<file path="src/rtl/memory_arbiter.sv">
// Two-master RAM arbiter: the data port has priority, bounded by a starvation limit for the instruction port.
// Optional ARB_PERF_CNT_EN adds per-port grant counters (igrant_cnt, dgrant_cnt).
package cpu_types_pkg;
  typedef enum logic [1:0] {
    FREE   = 2'd0,
    BUSY   = 2'd1,
    ACCESS = 2'd2,
    ERROR  = 2'd3
  } ramstate_t;
endpackage

module memory_arbiter
  import cpu_types_pkg::*;
#(
  parameter int STARVE_LIMIT = 4
) (
  input  logic             CLK,
  input  logic             RST,
  input  logic             iREN,
  input  logic [31:0]      iaddr,
  output logic [31:0]      iload,
  output logic             iwait,
  input  logic             dREN,
  input  logic             dWEN,
  input  logic [31:0]      daddr,
  input  logic [31:0]      dstore,
  output logic [31:0]      dload,
  output logic             dwait,
  output logic             ramREN,
  output logic             ramWEN,
  output logic [31:0]      ramaddr,
  output logic [31:0]      ramstore,
  input  logic [31:0]      ramload,
  input  ramstate_t        ramstate
`ifdef ARB_PERF_CNT_EN
  ,
  output logic [31:0]      igrant_cnt,
  output logic [31:0]      dgrant_cnt
`endif
);

  typedef enum logic [1:0] {
    IDLE = 2'd0,
    IREQ = 2'd1,
    DREQ = 2'd2
  } arb_state_e;

  localparam logic [3:0] STARVE_MAX = 4'(STARVE_LIMIT);

  arb_state_e  state_q, state_d;
  logic [3:0]  starve_cnt_q, starve_cnt_d;
  logic        data_req_s;
  logic        starving_s;
  logic        i_done_s;
  logic        d_done_s;

  assign data_req_s = dREN | dWEN;
  assign starving_s = iREN && (starve_cnt_q == STARVE_MAX);

  assign iload = ramload;
  assign dload = ramload;

  always_comb begin
    state_d  = state_q;
    ramREN   = 1'b0;
    ramWEN   = 1'b0;
    ramaddr  = 32'h0000_0000;
    ramstore = 32'h0000_0000;
    iwait    = 1'b1;
    dwait    = 1'b1;
    i_done_s = 1'b0;
    d_done_s = 1'b0;
    case (state_q)
      IDLE: begin
        if (data_req_s && !starving_s) begin
          state_d = DREQ;
        end else if (iREN) begin
          state_d = IREQ;
        end else begin
          state_d = IDLE;
        end
      end
      IREQ: begin
        ramaddr = iaddr;
        ramREN  = iREN;
        iwait   = (ramstate == ACCESS) ? 1'b0 : 1'b1;
        // A withdrawn request drops the strobe immediately and frees the bus.
        if (!iREN) begin
          state_d = IDLE;
        end else begin
          case (ramstate)
            ACCESS: begin
              state_d  = IDLE;
              i_done_s = 1'b1;
            end
            ERROR:   state_d = IDLE;
            default: state_d = IREQ;
          endcase
        end
      end
      DREQ: begin
        ramaddr  = daddr;
        ramstore = dstore;
        ramWEN   = dWEN;
        ramREN   = dREN & ~dWEN;
        dwait    = (ramstate == ACCESS) ? 1'b0 : 1'b1;
        if (!data_req_s) begin
          state_d = IDLE;
        end else begin
          case (ramstate)
            ACCESS: begin
              state_d  = IDLE;
              d_done_s = 1'b1;
            end
            ERROR:   state_d = IDLE;
            default: state_d = DREQ;
          endcase
        end
      end
      default: state_d = IDLE;
    endcase
  end

  // Consecutive data grants seen while the instruction port waits; saturates at the limit.
  always_comb begin
    if (!iREN) begin
      starve_cnt_d = 4'd0;
    end else if (i_done_s) begin
      starve_cnt_d = 4'd0;
    end else if (d_done_s && (starve_cnt_q < STARVE_MAX)) begin
      starve_cnt_d = starve_cnt_q + 4'd1;
    end else begin
      starve_cnt_d = starve_cnt_q;
    end
  end

  always_ff @(posedge CLK or posedge RST) begin
    if (RST) begin
      state_q      <= IDLE;
      starve_cnt_q <= 4'd0;
    end else begin
      state_q      <= state_d;
      starve_cnt_q <= starve_cnt_d;
    end
  end

`ifdef ARB_PERF_CNT_EN
  logic [31:0] igrant_cnt_q;
  logic [31:0] dgrant_cnt_q;

  // Completed-grant counters, free-running with natural wrap.
  always_ff @(posedge CLK or posedge RST) begin
    if (RST) begin
      igrant_cnt_q <= 32'd0;
      dgrant_cnt_q <= 32'd0;
    end else begin
      if (i_done_s) begin
        igrant_cnt_q <= igrant_cnt_q + 32'd1;
      end else begin
        igrant_cnt_q <= igrant_cnt_q;
      end
      if (d_done_s) begin
        dgrant_cnt_q <= dgrant_cnt_q + 32'd1;
      end else begin
        dgrant_cnt_q <= dgrant_cnt_q;
      end
    end
  end

  assign igrant_cnt = igrant_cnt_q;
  assign dgrant_cnt = dgrant_cnt_q;
`endif

endmodule

</file>
<file path="config.mk">
export PLATFORM = sky130hd
export DESIGN_NAME = memory_arbiter
export DESIGN_NICKNAME = d
export VERILOG_FILES = /design/src/rtl/memory_arbiter.sv
export SDC_FILE = /design/constraint.sdc
export NUM_CORES = 1
export LEC_CHECK = 0
export CAP_MARGIN = 0
export CORE_AREA = 2 2 102 104
export CTS_CLUSTER_SIZE = 8
export DETAILED_ROUTE_END_ITERATION = 8
export DIE_AREA = 0 0 104 106
export GPL_TIMING_DRIVEN = 0
export PLACE_DENSITY = 0.67
export SLEW_MARGIN = 40
export SYNTH_ARGS = -nofsm -noshare
export SYNTH_HDL_FRONTEND = slang
export SYNTH_SLANG_ARGS = --single-unit
</file>
<file path="constraint.sdc">
create_clock -name CLK -period 1.71 [get_ports CLK]
set_input_delay 0.171 -clock CLK [delete_from_list [all_inputs] [get_ports CLK]]
set_output_delay 0.171 -clock CLK [all_outputs]
set_load 0.01 [all_outputs]
</file>
-- Word-level counts from Yosys, hierarchy flattened
Cells that the tools add are included.
- bits in registers: 6
- logic and storage cells: 41
- output and inout port bits: 132
- muxes and demuxes: 22
- equal/unequal tests: 6
- order comparisons: 1
- bitwise logic cells: 3
- reduce and logical (&&, ||, !) cells: 6
- add/subtract/negate cells: 1
- operators by type and width (kind ; count):
    32-bit one-hot mux with 2 select lines ; 1
    32-bit 2-to-1 mux ; 1
    1-bit 2-to-1 mux ; 12
    4-bit 2-to-1 mux ; 3
    2-bit equality test, second input constant ; 3
    2-bit 2-to-1 mux ; 3
    2-bit one-hot mux with 3 select lines ; 1
    4-bit by 1-bit adder with 4-bit output, second input constant ; 1
    4-bit by 3-bit equality test with 1-bit output, second input constant ; 1
    4-bit by 3-bit < comparator with 1-bit output, second input constant ; 1
    1-bit logical AND ; 3
    3-bit by 1-bit != test with 1-bit output, second input constant ; 1
    2-bit by 1-bit equality test with 1-bit output, second input constant ; 1
    2-bit logical NOT ; 1
    1-bit one-hot mux with 2 select lines ; 1
    2-bit OR reduction ; 1
    1-bit bitwise AND ; 1
    1-bit logical NOT ; 1
    1-bit NOT ; 1
    1-bit bitwise OR ; 1

-- Logic depth before layout (Yosys ltp)
- depth in word-level cells: 8
- depth in mapped cells: 7
- mapped depth without buffers: 6

-- Worst setup path after synthesis
No wires, ideal clock.
- kind: register to register
- from: register state_q[0]
- to: register starve_cnt_q[0]
- clock period less this slack: 1.594 ns
- buffers on the path: 0
- stages on the path, launching flop included: 7
- path slack: 0.116 ns
- setup time: 0.077 ns
- arrival: 1.516 ns
- required time: 1.633 ns
- cells stage by stage: dfrtp_1 > inv_1 > ha_1 > and3b_1 > inv_2 > or4_1 > a21oi_1
- longest elaborated chain between the ends: 4
- elaborated cells between the ends (all ways): 8
- classes of those cells: eq/ne (3); mux (4); reduce/logical (1)
- ends and longest elaborated chain (element ; line ; text):
    start: declaration ; 50 ; arb_state_e state_q, state_d;
    start signal: assignment ; 142 ; state_q <= state_d;
    2-bit equality test / 2-bit by 1-bit equality test with 1-bit output (equally long branches) ; 73 ; case (state_q)
    1-bit 2-to-1 mux ; 73 ;
    1-bit logical AND / 4-bit 2-to-1 mux (equally long branches) ; 130, 128 ;
    3-bit by 1-bit != test with 1-bit output (no line) / 4-bit 2-to-1 mux (equally long branches) ; - ;
    end signal: assignment ; 143 ; starve_cnt_q <= starve_cnt_d;
    end: declaration ; 51 ; logic [3:0] starve_cnt_q, starve_cnt_d;
Parallel ways exist; a longest one is shown, timed or not.
A chain may end at the register's enable or synchronous reset.

-- Worst setup path in the final report
- from: register state_q[0]
- to: output port ramstore[14]
- longest elaborated chain between the ends: 2
- ends and longest elaborated chain (element ; line ; text):
    2-bit equality test ; 73 ;
    32-bit 2-to-1 mux ; 73 ;
    end: declaration ; 32 ; output logic [31:0] ramstore,
No other way between the ends.

==> metrics.csv <==
metric,value,unit
synthAdderAreaFrac,4.69,%
finalPower,2.88,mW
path_cells,inv_2 -> ha_4 -> buf_12 -> clkbuf_16 -> buf_8 -> buf_6 -> and2_4 -> buf_6,
ys_warn_count,0,
grt_max_degree,11,
startpoint,state_q[0],
hold_violations,0,
cts_root_buffer,clkbuf_8,
fin_nets,619,
ys_seq_area_share,9.39,%
cpMostUsedCell,buf_6,
fin_worst_skew,0.000433,ns
synth_cell_types,26,
fp.dieW,104,µm
num_vias,2479,
rsz0062_at_grt,yes,
fillers,1010,
drt-total-wl,8840,µm
cp-end-kind,primary output,
p_leak,2.01,nW
min_period_over_period,105,%
die_y,106,µm
worstPathArrival,1.62,ns
drtIter0Drc,58,
ioPinCount,267,
grtUsageTotal,14.4,%
clk_latency,0.22,ns
postRouteAntennaNets,0,
slowest_delay,0.37,ns
grt_pass1_vias,2521,
pwr-share-clk,7.3,%
cp_max_fo,7,
synth_edf_count,0,
synth_top_family_by_area,buffers and inverters,
avgSynthCellArea,7.24,µm²
place_ws,-0.841,ns
syn_nets,362,
power_frac_seq,5.8,%
grt_pass1_wl,12900,µm
antenna_cells,0,
postSynthCellCount,221,
r2r_setup_slack,0.02,ns
drive_above_1_share,46.0,%
fin_crit,1.79,ns
cap_viol_max_count,0,
cts_tree,built,
p_sw,1.03,mW
synth_mux_area_share,0,%
antenna_found_initial,0,
worstHoldPathType,in -> async,
rr_startpoint,state_q[0],
core-area,10000,µm²
clk_pin_slew,0.03,ns
critical_path_class,reg -> out,
rows,37,
place_congestion,0.818,
worstMarginPinSlew,0.233,ns
swShare,35.9,%
yosys.area_share.simple,31.3,%
cp_data_required_time,1.54,ns
syn-cell-area,1600,µm²
slew_headroom,84.4,%
die-area,11000,µm²
async_flop_share,100,%
final_max_slew_viol_count,0,
dpl.hpwl,7170,µm
power_density,634,nW/µm²
yosys.area_share.xor_xnor,0,%
routed_via_density,4.05,
setup_viol,24,
synth_compound_area_share,19.4,%
synth_flop_cell,dfrtp_1,
cpMaxStageDelayCell,dfrtp_1,
critPathLaunchType,flip-flop,
io_buffers,234,
fmax,0.559,GHz
place_inst,591,
remaining_drc_errors,0,
firstDrtPassIters,6,
wire_per_inst,14.4,µm
clockBufferDepth,2,
cts_htree_levels,1,
worst_slack,-0.0789,ns
syn_to_final_growth,184,%
status,"finished, violations left",
cts-buffers-inserted,3,
p_comb_share,86.9,%
synth_seq_cells,6,
peakVddDrop,0.443,mV
fin_cells,612,
intPower,1.85,mW
numClockSinks,6,
grt-ovfl-total,0,
start_util,16.0,%
violations,setup timing,
## final cells by class
type | instances | area, µm² | share of cell area, %
timing repair buffer | 255 | 2360 | 52.0
multi-input combinational | 129 | 1120 | 24.6
buffer | 75 | 671 | 14.8
tap | 136 | 170 | 3.75
sequential | 6 | 150 | 3.31
clock buffer | 3 | 41.3 | 0.909
inverter | 8 | 30.0 | 0.661
## through the flow
stage	hold WS, ns	instance area, µm²	TNS, ns	util, %
final	0.170	4540	-0.364	45.4
after global routing	0.198	4540	-3.62	45.4
after CTS	0.182	4410	-1.32	44.1
after detailed placement	0.416	4110	-46.81	41.1
after global placement	0.415	4110	-44.16	41.1
after floorplan	-0.0380	1600	0	-
## placed cells by master, fill, tap and decap left out, types with 6 or more instances in the layout
cell               n
buf_6             25
nor2b_1           31
a22oi_2           29
and2_1            17
clkdlybuf4s50_1  166
and2_4            17
buf_2             44
buf_4             72
dfrtp_1            6
buf_8              7
clkbuf_8           9
## synth_stat cells (2+ instances only)
library cell / number / area, µm²
nor2_1: 2 / 7.51
a21oi_1: 3 / 15.0
and2_1: 34 / 213
inv_1: 7 / 26.3
clkbuf_1: 14 / 52.6
o21ai_0: 2 / 10.0
buf_4: 64 / 480
o31ai_1: 2 / 15.0
a22oi_1: 32 / 240
nor2b_1: 32 / 200
nand2b_1: 2 / 12.5
dfrtp_1: 6 / 150
nand2_1: 3 / 11.3
ha_1: 6 / 75.1
## power by group through the flow
stage	Sequential [mW]	Combinational, mW	Clock [mW]
after floorplan	0.163	0.863	0
after global placement	0.163	1.97	0
after detailed placement	0.166	1.98	0
after CTS	0.168	2.36	0.214
after global routing	0.169	2.66	0.228
final	0.168	2.50	0.210
## sequential cells by signal (all words and copies together), names as in the netlist
| register | flops |
|---|---|
| starve_cnt_q | 4 |
| state_q | 2 |
## critical path, delay by kind of cell (launching register included)
| kind | cells | cell delay (ns) |
|---|---|---|
| adders and majority gates | 1 | 0.19 |
| buffers and inverters | 6 | 0.71 |
| DFF | 1 | 0.37 |
| and+or+nand+nor | 1 | 0.12 |
## final timing paths
| check | to | depth (start not counted) |
|---|---|---|
| max | ramstore[14] | 8 |
| min reg2reg | starve_cnt_q[3] | 1 |
| min in group CLK | starve_cnt_q[3] | 1 |
| min | state_q[1] | 2 |
| max in group asynchronous | starve_cnt_q[3] | 2 |
| max reg2reg | starve_cnt_q[0] | 6 |
## kinds of logic after synthesis
| logic type | Yosys count |
|---|---|
| fa+ha+maj | 6 |
| simple gates | 80 |
| buf+inv | 86 |
| flops | 6 |
| compound gates | 43 |
## timing repair
item,CTS,global route
endpoints found under the setup margin,70,69
pin swaps,1,5
gates cloned,5,1
hold buffers,0,0
setup buffers,11,4
endpoints found under the hold margin,0,0
resized for setup,354,43
## per-layer routing
layer | wire length (µm) | vias to the layer above | part of all wire [%] | global-route usage, %
met5 | 0 | - | 0 | 0
met4 | 200 | 0 | 2.3 | 2.41
met3 | 768 | 14 | 8.7 | 4.05
met2 | 4700 | 154 | 53 | 28.4
met1 | 3170 | 1129 | 36 | 15.2
li1 | - | 1182 | - | -
(Power assumes the default switching activity.)
